**config.mk**
```make
export PLATFORM = sky130hd
export DESIGN_NAME = rr_decoder_arbiter
export DESIGN_NICKNAME = d
export VERILOG_FILES = /design/src/rtl/rr_decoder_arbiter.sv
export SDC_FILE = /design/constraint.sdc
export NUM_CORES = 1
export LEC_CHECK = 0
export ABC_AREA = 1
export CAP_MARGIN = 5
export CORE_ASPECT_RATIO = 1.5
export CORE_UTILIZATION = 50
export DETAILED_ROUTE_END_ITERATION = 6
export GPL_TIMING_DRIVEN = 0
export PLACE_DENSITY = 0.82
export SLEW_MARGIN = 15
export SYNTH_ARGS = -nofsm -noshare
export SYNTH_HDL_FRONTEND = slang
export SYNTH_SLANG_ARGS = --single-unit
```
**constraint.sdc**
```tcl
create_clock -name clk -period 4.2 [get_ports clk]
set_clock_uncertainty 0.15 [all_clocks]
set_input_delay 1.26 -clock clk [delete_from_list [all_inputs] [get_ports clk]]
set_output_delay 1.26 -clock clk [all_outputs]
set_load 0.02 [all_outputs]
```
**src/rtl/rr_decoder_arbiter.sv**
```systemverilog
`default_nettype none
// ============================================================================
// Module   : rr_decoder_arbiter
// Purpose  : Four-master round-robin arbiter driving the 2-to-4 decoder fabric.
// Revision : 1.0 - initial release
// ============================================================================
module rr_decoder_arbiter #(
  parameter int MAX_HOLD = 8
) (
  input  logic       clk,
  input  logic       reset,
  input  logic [0:3] req,
  input  logic       done,
  output logic [0:3] grant,
  output logic [1:0] address,
  output logic       busy,
  output logic       timeout
);

  typedef enum logic [0:0] {
    IDLE  = 1'b0,
    GRANT = 1'b1
  } state_t;

  // Counter value on the final permitted hold cycle; unused when the limit is off.
  localparam logic [7:0] C_HOLD_LAST = (MAX_HOLD == 0) ? 8'd0 : 8'(MAX_HOLD - 1);

  state_t     state_q, state_d;
  logic [1:0] ptr_q, ptr_d;
  logic [1:0] owner_q, owner_d;
  logic [7:0] cnt_q, cnt_d;
  logic [0:3] grant_q, grant_d;
  logic [1:0] address_q, address_d;
  logic       timeout_q, timeout_d;

  logic       found;
  logic [1:0] winner;
  logic [1:0] cand;
  logic       limit_hit;
  logic       normal_rel;

  always_comb begin
    state_d    = state_q;
    ptr_d      = ptr_q;
    owner_d    = owner_q;
    cnt_d      = cnt_q;
    grant_d    = grant_q;
    address_d  = address_q;
    timeout_d  = 1'b0;
    found      = 1'b0;
    winner     = ptr_q;
    cand       = ptr_q;

    // Rotating search starting at the priority pointer; 2-bit add wraps naturally.
    for (int i = 0; i < 4; i++) begin
      cand = ptr_q + 2'(i);
      if (!found && req[cand]) begin
        found  = 1'b1;
        winner = cand;
      end
    end

    limit_hit  = (MAX_HOLD != 0) && (cnt_q == C_HOLD_LAST);
    normal_rel = done || !req[owner_q];

    case (state_q)
      IDLE: begin
        if (found) begin
          state_d         = GRANT;
          owner_d         = winner;
          address_d       = winner;
          grant_d         = '0;
          grant_d[winner] = 1'b1;
          cnt_d           = 8'd0;
        end
      end
      GRANT: begin
        if (normal_rel || limit_hit) begin
          state_d   = IDLE;
          grant_d   = '0;
          ptr_d     = owner_q + 2'd1;
          timeout_d = limit_hit && !normal_rel;
        end else begin
          cnt_d = cnt_q + 8'd1;
        end
      end
      default: state_d = IDLE;
    endcase
  end

  always_ff @(posedge clk) begin
    if (reset) begin
      state_q   <= IDLE;
      ptr_q     <= 2'd0;
      owner_q   <= 2'd0;
      cnt_q     <= 8'd0;
      grant_q   <= 4'b0000;
      address_q <= 2'd0;
      timeout_q <= 1'b0;
    end else begin
      state_q   <= state_d;
      ptr_q     <= ptr_d;
      owner_q   <= owner_d;
      cnt_q     <= cnt_d;
      grant_q   <= grant_d;
      address_q <= address_d;
      timeout_q <= timeout_d;
    end
  end

  assign grant   = grant_q;
  assign address = address_q;
  assign busy    = (state_q == GRANT);
  assign timeout = timeout_q;

endmodule
`default_nettype wire

```
==> impl_metrics.py <==
metrics = {
    "sta": {
        "period_share": 0.675,
        "setup_viol": 0,
        "slew_headroom": 0.596,
        "tightest_slew_ns": 0.606,
        "slew_viol_final": 0,
        "max_freq_mhz": 353,
        "hold_viol": 0,
        "tns_ns": 0,
        "min_period_ns": 2.84,
        "hold_slack_ns": 0.343,
        "grt_setup_unrepaired": "no",
    },
    "power": {
        "totalPowerFinal_uw": 910,
        "power.density_nw_per_um2": 578,
        "p_leak_nw": 0.658,
        "irDropWorstVdd_v": 0.000333,
    },
    "synth": {
        "synth-main-ff-cell": "dfxtp_1",
        "netlist_instances": 201,
        "yosysMostFrequentCell": "nand2_1",
        "synth_top_area_share": 0.263,
        "yosys_warnings": 0,
        "async_reset_ff_frac": 0,
        "synthDistinctLibCells": 30,
        "synth_seq_cells": 18,
        "yosys.area.top_type": "dfxtp_1",
        "syn_nets": 209,
        "ys_top_cells_by_count": "nand2_1 (59), nand2_2 (22), nand3_1 (22), dfxtp_1 (18), inv_1 (15)",
        "synth_area_leaders": "dfxtp_1 (26%), nand2_1 (16%), nand2_2 (10%)",
        "ys_seq_area_frac": 0.263,
        "avgSynthCellArea_um2": 6.80,
        "netlist_area_um2": 1370,
        "synth-edff-count": 0,
    },
    "floorplan": {
        "die_w_um": 44.7,
        "ios": 15,
        "coreArea_um2": 2530,
        "initial_utilization": 0.540,
        "die_h_um": 66.1,
        "die-area_um2": 2950,
        "rows": 22,
    },
    "final_layout": {
        "layout-drive-gt1-share": 0.229,
        "syn2layout_area_growth_pct": 15.2,
        "num-fill-cells": 252,
        "n_antenna_cell": 0,
        "final_area_um2": 1580,
        "fin_nets": 228,
        "fin_cells": 254,
    },
    "clock_tree": {
        "numCtsBuffers": 3,
        "root_buffer": "clkbuf_4",
        "path_clk_slew_ns": 0.10,
        "cts.path.max_buffers": 2,
        "hold_buffers": 0,
        "htree_levels": 1,
        "cts_tree": "yes",
        "postCtsResizedCells": 0,
        "post_cts_buffers": 0,
        "cts_sinks": 18,
        "clk_latency_ns": 0.30,
    },
    "critical_path": {
        "worstPathArrival_ns": 2.89,
        "cpPeakStageDelay_ns": 0.52,
        "reg2reg_slack_ns": 2.35,
        "crit_required_ns": 4.25,
        "crit_path_max_fanout": 9,
        "worst_path_max_delay_cell": "clkdlybuf4s50_1",
        "start_kind": "input port",
        "crit_start": "req[1]",
        "crit_chain": "clkdlybuf4s50_1 -> inv_1 -> a21oi_1 -> o21ai_0 -> o21ai_0 -> nand4_2 -> nand2_8 -> inv_8 -> o21ai_1 -> inv_1",
        "path_class": "input port to flip-flop",
        "critPathCaptureType": "flip-flop",
        "crit_family": "buffers and inverters",
        "path_buf_inv": 4,
        "reg2reg_from": "ptr_q[0]$_SDFFE_PP0P_",
    },
    "run_status": {
        "status": "complete, no violations",
    },
    "drt": {
        "detail-route-antenna-nets": 0,
        "avgViaCountPerCell": 4.98,
        "routedWlPerCell_um": 10.8,
        "drtIter0Drc": 20,
        "routed_wl_mm": 2.75,
        "routed-via-count": 1265,
        "dr.pass1.iters": 4,
        "drc": 0,
    },
    "place": {
        "dp.cells": 251,
        "place_area_um2": 1550,
        "io_buffers": 14,
        "hpwl_mm": 2.18,
        "place.gp.congestion": 0.868,
    },
    "worst_hold_path": {
        "worstHoldStart": "grant[1]$_SDFFE_PP0P_",
        "hold_class": "flip-flop to flip-flop",
    },
    "grt": {
        "grt_pass1_vias": 1239,
        "antenna_found_initial": 0,
        "overflow": 0,
        "grt_max_degree": 11,
        "track_usage": 0.222,
        "grt_pass1_wl_mm": 4.95,
    },
    "run": {
        "cap_violations": 0,
    },
}
[cell families after synthesis]
| logic type | share of synthesized area |
|---|---|
| AO/OA/AOI/OAI | 0.115 |
| XOR/XNOR | 0.0320 |
| buffers and inverters | 0.0842 |
| AND/OR/NAND/NOR | 0.496 |
| flip-flops | 0.263 |
| adder cells (fa/ha/maj) | 0.00915 |
[worst reg2reg max path, cell delays in order, from the launching register on]
cell	delay, ns
dfxtp_1	0.42
inv_2	0.09
buf_6	0.15
nand2_2	0.06
nand3_1	0.09
nand2_2	0.16
nand3_1	0.15
inv_1	0.09
nand2_1	0.05
nand3_1	0.07
nand2_1	0.10
nand2_1	0.08
a21oi_1	0.06
[worst paths after layout]
kind,to,depth (start not counted)
setup / recovery,cnt_q[0]$_SDFFE_PP0P_,10
hold / removal,grant[1]$_SDFFE_PP0P_,2
hold reg to reg,grant[1]$_SDFFE_PP0P_,2
setup reg to reg,grant[1]$_SDFFE_PP0P_,12
[final cells by class]
cell class                 count  area [um2]  share of cell area
timing repair buffer          14         140              0.0890
clock buffer                   3        22.5              0.0143
tap                           36        45.0              0.0286
multi-input combinational    160         892               0.566
buffer                         4        33.8              0.0214
inverter                      19        81.3              0.0516
sequential                    18         360               0.229
[sequential cells by signal, summed over array words and instances, names as in the netlist]
name and flops:
cnt_q 8, grant 4, address 2, ptr_q 2, busy 1, timeout 1
[layer usage]
layer	vias to the layer above	share of wire	GRT usage
met5	-	0	0
met4	0	0.015	0.106
met3	4	0.018	0.00820
met2	15	0.56	0.445
met1	558	0.41	0.219
li1	688	-	-
[report_power, final]
part / total (mW) / switching [mW] / leakage [nW] / internal [mW]
logic: 0.589 / 0.380 / 0.498 / 0.209
clock network: 0.0848 / 0.0514 / 0.0138 / 0.0334
registers: 0.236 / 0.0320 / 0.147 / 0.204
[metrics by stage]
stage / setup slack (ns) / utilization
2_1_floorplan: 1.73 / -
3_3_place_gp: 1.06 / 0.613
3_5_place_dp: 1.04 / 0.613
4_1_cts: 1.35 / 0.622
5_1_grt: 1.18 / 0.622
6_report: 1.36 / 0.622
[cell usage in the layout, fill, tap and decap left out, types with 3 or more instances in the layout]
master	instances
dfxtp_1	18
inv_1	15
clkdlybuf4s50_1	14
nand4_1	3
nand2_1	59
nand2_2	22
o21ai_0	6
nor2_1	8
a21oi_2	8
clkbuf_4	3
nor3_1	3
xor2_1	4
a21oi_1	8
nand3_1	22
No activity file was read; power rests on OpenSTA's default activity.
